`src/rtl/control_memory.sv`:
```
// control_memory: load/store stage between execute and register write-back.
// Issues one word-aligned data-memory transaction per instruction, extends
// load data and hands load results to the register file.
module control_memory #(
    parameter int unsigned DATA_WIDTH     = 32,
    parameter int unsigned ADDR_WIDTH     = 32,
    parameter int unsigned REG_ADDR_WIDTH = 5
) (
    input  logic                      clk,
    input  logic                      rst,
    input  logic                      pre_valid,
    output logic                      pre_ready,
    input  logic [6:0]                pre_opcode,
    input  logic [2:0]                pre_funct3,
    input  logic [DATA_WIDTH-1:0]     pre_rs2_data,
    input  logic [REG_ADDR_WIDTH-1:0] pre_rd_addr,
    input  logic [ADDR_WIDTH-1:0]     pre_alu_result,
    output logic                      dmem_req_valid,
    input  logic                      dmem_req_ready,
    output logic                      dmem_we,
    output logic [ADDR_WIDTH-1:0]     dmem_addr,
    output logic [DATA_WIDTH-1:0]     dmem_wdata,
    output logic [3:0]                dmem_wstrb,
    input  logic                      dmem_resp_valid,
    input  logic [DATA_WIDTH-1:0]     dmem_rdata,
    output logic                      fwd_req,
    input  logic                      fwd_resp,
    output logic [REG_ADDR_WIDTH-1:0] fwd_addr,
    output logic [DATA_WIDTH-1:0]     fwd_data,
    output logic                      misalign_err
);

    localparam logic [6:0]  OP_LOAD  = 7'b0000011;
    localparam logic [6:0]  OP_STORE = 7'b0100011;
    localparam int unsigned STRB_W   = 4;

    typedef enum logic [2:0] {
        S_IDLE,
        S_REQ,
        S_WAIT,
        S_WB,
        S_ERR
    } state_e;

    state_e                    state_q, state_d;
    logic                      we_q, we_d;
    logic [ADDR_WIDTH-1:0]     addr_q, addr_d;
    logic [DATA_WIDTH-1:0]     wdata_q, wdata_d;
    logic [STRB_W-1:0]         wstrb_q, wstrb_d;
    logic [2:0]                funct3_q, funct3_d;
    logic [1:0]                off_q, off_d;
    logic [REG_ADDR_WIDTH-1:0] rd_q, rd_d;
    logic [DATA_WIDTH-1:0]     fwd_data_q, fwd_data_d;
    logic                      req_valid_q, req_valid_d;
    logic                      fwd_req_q, fwd_req_d;
    logic                      misalign_q, misalign_d;

    logic                      acc_load, acc_store, acc_byte, acc_half, acc_mis;
    logic [1:0]                acc_off;
    logic [STRB_W-1:0]         acc_strb;
    logic [DATA_WIDTH-1:0]     acc_wdata;
    logic [15:0]               ld_shift;
    logic [DATA_WIDTH-1:0]     ld_val;

    // Decode the incoming instruction: access size, alignment, store lanes.
    // Undefined funct3 values fall back to a full-word access.
    always_comb begin
        acc_load  = (pre_opcode == OP_LOAD);
        acc_store = (pre_opcode == OP_STORE);
        acc_byte  = (pre_funct3 == 3'b000) || (acc_load && pre_funct3 == 3'b100);
        acc_half  = (pre_funct3 == 3'b001) || (acc_load && pre_funct3 == 3'b101);
        acc_off   = pre_alu_result[1:0];
        acc_mis   = (acc_half && acc_off[0]) ||
                    (!acc_byte && !acc_half && acc_off != 2'b00);
        if (!acc_store) begin
            acc_strb = '0;
        end else if (acc_byte) begin
            acc_strb = 4'b0001 << acc_off;
        end else if (acc_half) begin
            acc_strb = 4'b0011 << acc_off;
        end else begin
            acc_strb = 4'b1111;
        end
        if (acc_byte) begin
            acc_wdata = {4{pre_rs2_data[7:0]}};
        end else if (acc_half) begin
            acc_wdata = {2{pre_rs2_data[15:0]}};
        end else begin
            acc_wdata = pre_rs2_data;
        end
    end

    // Select the addressed byte/half of the read word and extend it.
    always_comb begin
        ld_shift = 16'(dmem_rdata >> {off_q, 3'b000});
        case (funct3_q)
            3'b000:  ld_val = {{(DATA_WIDTH-8){ld_shift[7]}}, ld_shift[7:0]};
            3'b100:  ld_val = DATA_WIDTH'(ld_shift[7:0]);
            3'b001:  ld_val = {{(DATA_WIDTH-16){ld_shift[15]}}, ld_shift};
            3'b101:  ld_val = DATA_WIDTH'(ld_shift);
            default: ld_val = dmem_rdata;
        endcase
    end

    // Next-state and next-output logic for the access sequencer.
    always_comb begin
        state_d    = state_q;
        we_d       = we_q;
        addr_d     = addr_q;
        wdata_d    = wdata_q;
        wstrb_d    = wstrb_q;
        funct3_d   = funct3_q;
        off_d      = off_q;
        rd_d       = rd_q;
        fwd_data_d = fwd_data_q;
        case (state_q)
            S_IDLE: begin
                if (pre_valid) begin
                    we_d     = acc_store;
                    addr_d   = {pre_alu_result[ADDR_WIDTH-1:2], 2'b00};
                    wdata_d  = acc_wdata;
                    wstrb_d  = acc_strb;
                    funct3_d = pre_funct3;
                    off_d    = acc_off;
                    rd_d     = pre_rd_addr;
                    if (acc_load || acc_store) begin
                        state_d = acc_mis ? S_ERR : S_REQ;
                    end
                end
            end
            S_REQ: begin
                if (dmem_req_ready) begin
                    state_d = S_WAIT;
                end
            end
            S_WAIT: begin
                if (dmem_resp_valid) begin
                    if (we_q) begin
                        state_d = S_IDLE;
                    end else begin
                        fwd_data_d = ld_val;
                        state_d    = (rd_q == '0) ? S_IDLE : S_WB;
                    end
                end
            end
            S_WB: begin
                if (fwd_resp) begin
                    state_d = S_IDLE;
                end
            end
            S_ERR:   state_d = S_IDLE;
            default: state_d = S_IDLE;
        endcase
        req_valid_d = (state_d == S_REQ);
        fwd_req_d   = (state_d == S_WB);
        misalign_d  = (state_d == S_ERR);
    end

    // State and output registers with synchronous reset.
    always_ff @(posedge clk) begin
        if (rst) begin
            state_q     <= S_IDLE;
            we_q        <= 1'b0;
            addr_q      <= '0;
            wdata_q     <= '0;
            wstrb_q     <= '0;
            funct3_q    <= '0;
            off_q       <= '0;
            rd_q        <= '0;
            fwd_data_q  <= '0;
            req_valid_q <= 1'b0;
            fwd_req_q   <= 1'b0;
            misalign_q  <= 1'b0;
        end else begin
            state_q     <= state_d;
            we_q        <= we_d;
            addr_q      <= addr_d;
            wdata_q     <= wdata_d;
            wstrb_q     <= wstrb_d;
            funct3_q    <= funct3_d;
            off_q       <= off_d;
            rd_q        <= rd_d;
            fwd_data_q  <= fwd_data_d;
            req_valid_q <= req_valid_d;
            fwd_req_q   <= fwd_req_d;
            misalign_q  <= misalign_d;
        end
    end

    assign pre_ready      = (state_q == S_IDLE);
    assign dmem_req_valid = req_valid_q;
    assign dmem_we        = we_q;
    assign dmem_addr      = addr_q;
    assign dmem_wdata     = wdata_q;
    assign dmem_wstrb     = wstrb_q;
    assign fwd_req        = fwd_req_q;
    assign fwd_addr       = rd_q;
    assign fwd_data       = fwd_data_q;
    assign misalign_err   = misalign_q;

endmodule

```
`config.mk`:
```
export PLATFORM = sky130hd
export DESIGN_NAME = control_memory
export DESIGN_NICKNAME = d
export VERILOG_FILES = /design/src/rtl/control_memory.sv
export SDC_FILE = /design/constraint.sdc
export NUM_CORES = 1
export LEC_CHECK = 0
export ABC_CLOCK_PERIOD_IN_PS = 1600
export CORE_UTILIZATION = 30
export CTS_BUF_LIST = sky130_fd_sc_hd__clkbuf_16
export CTS_CLUSTER_SIZE = 28
export DETAILED_ROUTE_END_ITERATION = 10
export SYNTH_ARGS = -nofsm -noshare
export SYNTH_HDL_FRONTEND = slang
export SYNTH_SLANG_ARGS = --single-unit
```
`constraint.sdc`:
```
create_clock -name clk -period 1.6 [get_ports clk]
set_input_delay 0.4 -clock clk [delete_from_list [all_inputs] [get_ports clk]]
set_output_delay 0.4 -clock clk [all_outputs]
set_load 0.02 [all_outputs]
```
== Word level (Yosys, flattened, before mapping) ==
Index checks and enable logic that the tools add are counted.

* Flip-flop bits (word level): 115
* Output and inout port bits: 110
* Logic and storage cells: 63

* Equal/unequal tests: 14
* Shifts and indexed selects: 3
* Multiplexer cells: 15
* Bitwise gates (word level): 1
* Reduce and logical (&&, ||, !) cells: 18

{| class="wikitable"
|+ Operator list
! operator !! number
|-
| 32-bit case mux with 4 select lines || 1
|-
| 32-bit two-way mux || 2
|-
| 32-bit by 5-bit >> shifter with 16-bit output || 1
|-
| 3-bit two-way mux || 6
|-
| 3-bit == test (second input constant) || 5
|-
| 3-bit by 1-bit == test with 1-bit output (second input constant) || 4
|-
| 4-bit two-way mux || 3
|-
| 3-bit case mux with 4 select lines || 1
|-
| 3-bit by 2-bit == test with 1-bit output (second input constant) || 3
|-
| 3-bit logical NOT || 3
|-
| 7-bit by 2-bit == test with 1-bit output (second input constant) || 1
|-
| 7-bit by 6-bit == test with 1-bit output (second input constant) || 1
|-
| 1-bit logical AND || 5
|-
| 5-bit logical NOT || 1
|-
| 1-bit logical OR || 4
|-
| 2-bit two-way mux || 2
|-
| 1-bit by 2-bit << shifter with 4-bit output (first input constant) || 1
|-
| 2-bit by 2-bit << shifter with 4-bit output (first input constant) || 1
|-
| 3-bit AND reduction || 1
|-
| 1-bit logical NOT || 2
|-
| 2-bit AND reduction || 1
|-
| 2-bit nonzero test || 1
|-
| 1-bit NOT || 1
|}

== Logic depth before layout (Yosys ltp) ==
* Word-level depth: 12
* Gate-level depth with buffers: 7
* Depth with buffers taken out: 5

== Worst setup path before layout ==
OpenSTA, ideal clock, no wires.

* Path type: flip-flop to flip-flop
* From: reg state_q[2]
* To: reg addr_q[10], in the netlist dmem_addr[10]
* Setup time: 0.070 ns
* Arrival: 1.707 ns
* Data required time: 1.530 ns
* Setup slack: -0.177 ns
* Cell stages (with the launch flop): 7
* Path buffers: 2
* Cell sequence: dfxtp_1 > nor3_1 > and2_1 > buf_2 > buf_2 > nand2_1 > a21oi_1

* Longest elaborated chain between the ends: 2

{| class="wikitable"
|+ Ends and longest elaborated chain
! item !! line !! source
|-
| start, declared || 45 || <nowiki>state_e state_q, state_d;</nowiki>
|-
| start signal, assigned || 175 || <nowiki>state_q <= state_d;</nowiki>
|-
| 3-bit logical NOT || - ||
|-
| net pre_ready || 12 || <nowiki>output logic pre_ready,</nowiki>
|-
| 2-bit AND reduction (no source line) || - ||
|-
| end signal, assigned || 177 || <nowiki>addr_q <= addr_d;</nowiki>
|-
| end, declared || 47 || <nowiki>logic [ADDR_WIDTH-1:0] addr_q, addr_d;</nowiki>
|}

The timed path passes the listed nets, and every way through them passes these cells.
A chain may end at the register's enable or synchronous reset.

== Worst setup path after layout ==
* From: reg off_q[0]
* To: reg fwd_data_q[30], in the netlist fwd_data[30]

* Longest elaborated chain between the ends: 2

{| class="wikitable"
|+ Ends and longest elaborated chain
! item !! line !! source
|-
| start, declared || 51 || <nowiki>logic [1:0] off_q, off_d;</nowiki>
|-
| start signal, assigned || 168 || <nowiki>off_q <= '0;</nowiki>
|-
| start signal, assigned || 181 || <nowiki>off_q <= off_d;</nowiki>
|-
| 32-bit by 5-bit >> shifter with 16-bit output || 95 || <nowiki>ld_shift = 16'(dmem_rdata >> {off_q, 3'b000});</nowiki>
|-
| 32-bit case mux with 4 select lines || 96 || <nowiki>case (funct3_q)</nowiki>
|-
| end signal, assigned || 183 || <nowiki>fwd_data_q <= fwd_data_d;</nowiki>
|-
| end, declared || 53 || <nowiki>logic [DATA_WIDTH-1:0] fwd_data_q, fwd_data_d;</nowiki>
|}

No other way between the ends.

==> results.ini <==
[outcome]
outcome = finished, violations left
violations = negative setup slack

[timing]
fin_crit_ns = 1.632
clock_skew_ns = 0.006775
fin_ws_ns = -0.03190
fin_crit_sh_pct = 102.0
setup_viol = 8
drv_slew = 0
rsz0062_at_grt = yes
hold_viol_final = 0
fmax_ghz = 0.6128

[die]
initial_utilization_pct = 30.90
io_pins = 227
fp.coreArea_um2 = 16000
rows = 46
die_x_um = 130.4
die_area_um2 = 17000
die_height_um = 130.4

[worst_setup_path]
worst-path-max-fanout = 8
ff2ff_path_depth = 6
timing.rr.start = off_q[0]
reg2reg_setup_slack_ns = -0.03
cp-startpoint = off_q[0]
cp-start-kind = register
cp-end-kind = register
cp.required_ns = 1.90
crit_type = register to register
worstPathArrival_ns = 1.93
regToRegEndpoint = fwd_data[30]

[logic_synthesis]
syn_area_um2 = 4943
synth_seq_cells = 115
avgSynthCellArea_um2 = 7.897
synth_ff_type = dfxtp_1
yosysUniqueCellTypes = 44
async_flop_share_pct = 0
synth_edf_count = 0
ys_seq_area_share_pct = 46.57
yosysWarnings = 0
synthCells = 626

[worst_hold_path]
hold_class = register to register
whs_endpoint = dmem_wstrb[0]
hold_start = dmem_wstrb[0]
hold_depth = 2

[final_layout]
finalNonFillerCells = 1127
final_common_cell = nand2_1
fillers = 1563
multiInputGateArea_um2 = 2507
final_util_pct = 53.43
drive_gt1_share_pct = 16.68
layout_common_cells = nand2_1, dfxtp_1, dlygate4sd2_1
seq_area_um2 = 2311
final_nets = 1019
area_delta_synth_final_pct = 72.94
insertedDiodeCount = 0

[place]
place_inst = 1091
routabilityCongestion = 0.8560
place.port_buffers = 224
post-place-ws_ns = -0.5661
dp_hpwl_um = 12900

[global_route]
track_usage_pct = 21.90
grt_first_pass_wirelength_um = 28460
antenna_found_initial = 0
grt_max_degree = 42
grt_overflow = 0
grt_pass1_vias = 5525

[power_and_ir_drop]
p_int_w = 0.005907
pwr-share-clk_pct = 46.5
p_leak_nw = 3.828
comb_power_share_pct = 15.7
seqPwrFrac_pct = 37.7
swShare_pct = 26.71
ir_drop_mv = 0.7604
power-per-cell-area_nw_per_um2 = 942.7
p_sw_w = 0.002152

[run]
cap_violations = 0

[detailed_routing]
dr.pass1.iters = 5
drtIter0Drc = 329
avgViaCountPerCell = 4.874
drc = 0
routedWlPerCell_um = 16.11
wl_um = 18150
ant_nets = 0
vias = 5493

[clocking]
cts_inserted_buffers = 17
clock_latency_ns = 0.42
clk_pin_slew_ns = 0.06
postCtsHoldBufs = 0
clock_sinks = 115
cts_root_buffer = clkbuf_16
htree_levels = 4
tritoncts = built
clockBufferDepth = 2

power groups by stage:
| stage | logic, W | registers (W) | clock network (W) |
|---|---|---|---|
| floorplan | 0.000401 | 0.00322 | 0 |
| global placement | 0.00129 | 0.00310 | 0 |
| detailed placement | 0.00130 | 0.00311 | 0 |
| CTS | 0.00127 | 0.00304 | 0.00383 |
| global route | 0.00137 | 0.00306 | 0.00394 |
| finish | 0.00127 | 0.00304 | 0.00375 |
cell families (layout without fill, tap and decap cells):
logic type / after synthesis / in the layout / synth area share, %
multiplexers: 15 / 15 / 3.290
AO/OA/AOI/OAI: 216 / 216 / 24.80
buffers and inverters: 54 / 338 / 4.784
AND/OR/NAND/NOR: 221 / 221 / 19.46
flip-flops: 115 / 115 / 46.57
other: 1 / 2 / 0.07586
adder cells (fa/ha/maj): 4 / 4 / 1.012
flip-flops by register name (all words and copies together), names as in the netlist, 2 cells and up:
| name | cells |
|---|---|
| fwd_data | 32 |
| state_q | 3 |
| dmem_addr | 30 |
| fwd_addr | 5 |
| dmem_wstrb | 4 |
| funct3_q | 3 |
| off_q | 2 |
| dmem_wdata | 32 |
cell usage after synthesis (9+ instances only):
cell | number | area [µm²]
a21oi_1 | 107 | 535.5
a21oi_2 | 11 | 96.34
a31oi_1 | 9 | 56.30
buf_2 | 12 | 60.06
clkbuf_1 | 32 | 120.1
dfxtp_1 | 115 | 2302
mux2i_1 | 14 | 140.1
nand2_1 | 162 | 608.1
nand2b_1 | 9 | 56.30
nor2_1 | 16 | 60.06
o21ai_0 | 63 | 315.3
per-layer routing:
metal	up-vias	wire length (µm)	GRT usage (%)
met3	25	1447	6.683
li1	2696	-	-
met2	202	9003	38.14
met4	0	264	7.911
met5	-	0	0
met1	2570	7437	25.27
through the flow:
stage | setup TNS [ns] | area (µm²) | hold slack [ns] | power, W
detailed placement | -32.13 | 7905 | 0.4488 | 0.004407
global placement | -28.04 | 7905 | 0.4426 | 0.004389
CTS | -0.5026 | 8481 | 0.4442 | 0.008139
global route | -0.7259 | 8549 | 0.4616 | 0.008366
finish | -0.1761 | 8549 | 0.4476 | 0.008060
floorplan | 0 | 4955 | 0.4798 | 0.003625
layout make-up:
type / count / area share [%]
repair buffers: 301 / 33.40
multi-input cells: 458 / 29.33
flip-flops and latches: 115 / 27.03
clock buffers: 17 / 4.976
well taps: 216 / 3.161
clock inverters: 15 / 1.888
inverters: 5 / 0.2195
how the worst max path moves through the flow:
| stage | endpoint | slack, ns | cells past startpoint |
|---|---|---|---|
| floorplan | fwd_data[16] | 0.01 | 6 |
| global placement | dmem_wdata[27] | -0.47 | 7 |
| detailed placement | dmem_wdata[29] | -0.57 | 7 |
| CTS | fwd_data[25] | -0.04 | 6 |
| global route | fwd_data[30] | -0.07 | 6 |
| finish | fwd_data[30] | -0.03 | 6 |
what timing repair did:
action / 4_1_cts / 5_1_grt
endpoints found under the hold margin: 0 / 0
setup buffers: 0 / 0
pin swaps: 6 / 7
resized for setup: 135 / 29
cloned: 4 / 0
endpoints found under the setup margin: 157 / 94
worst max-delay path: stages, from the launching register on:
cell and delay, ns:
dfxtp_2 0.33, mux4_2 0.54, nor2_4 0.11, nor3_2 0.05, a21oi_4 0.22, clkbuf_16 0.21
a21oi_2 0.05
No activity file was read; power rests on OpenSTA's default activity.
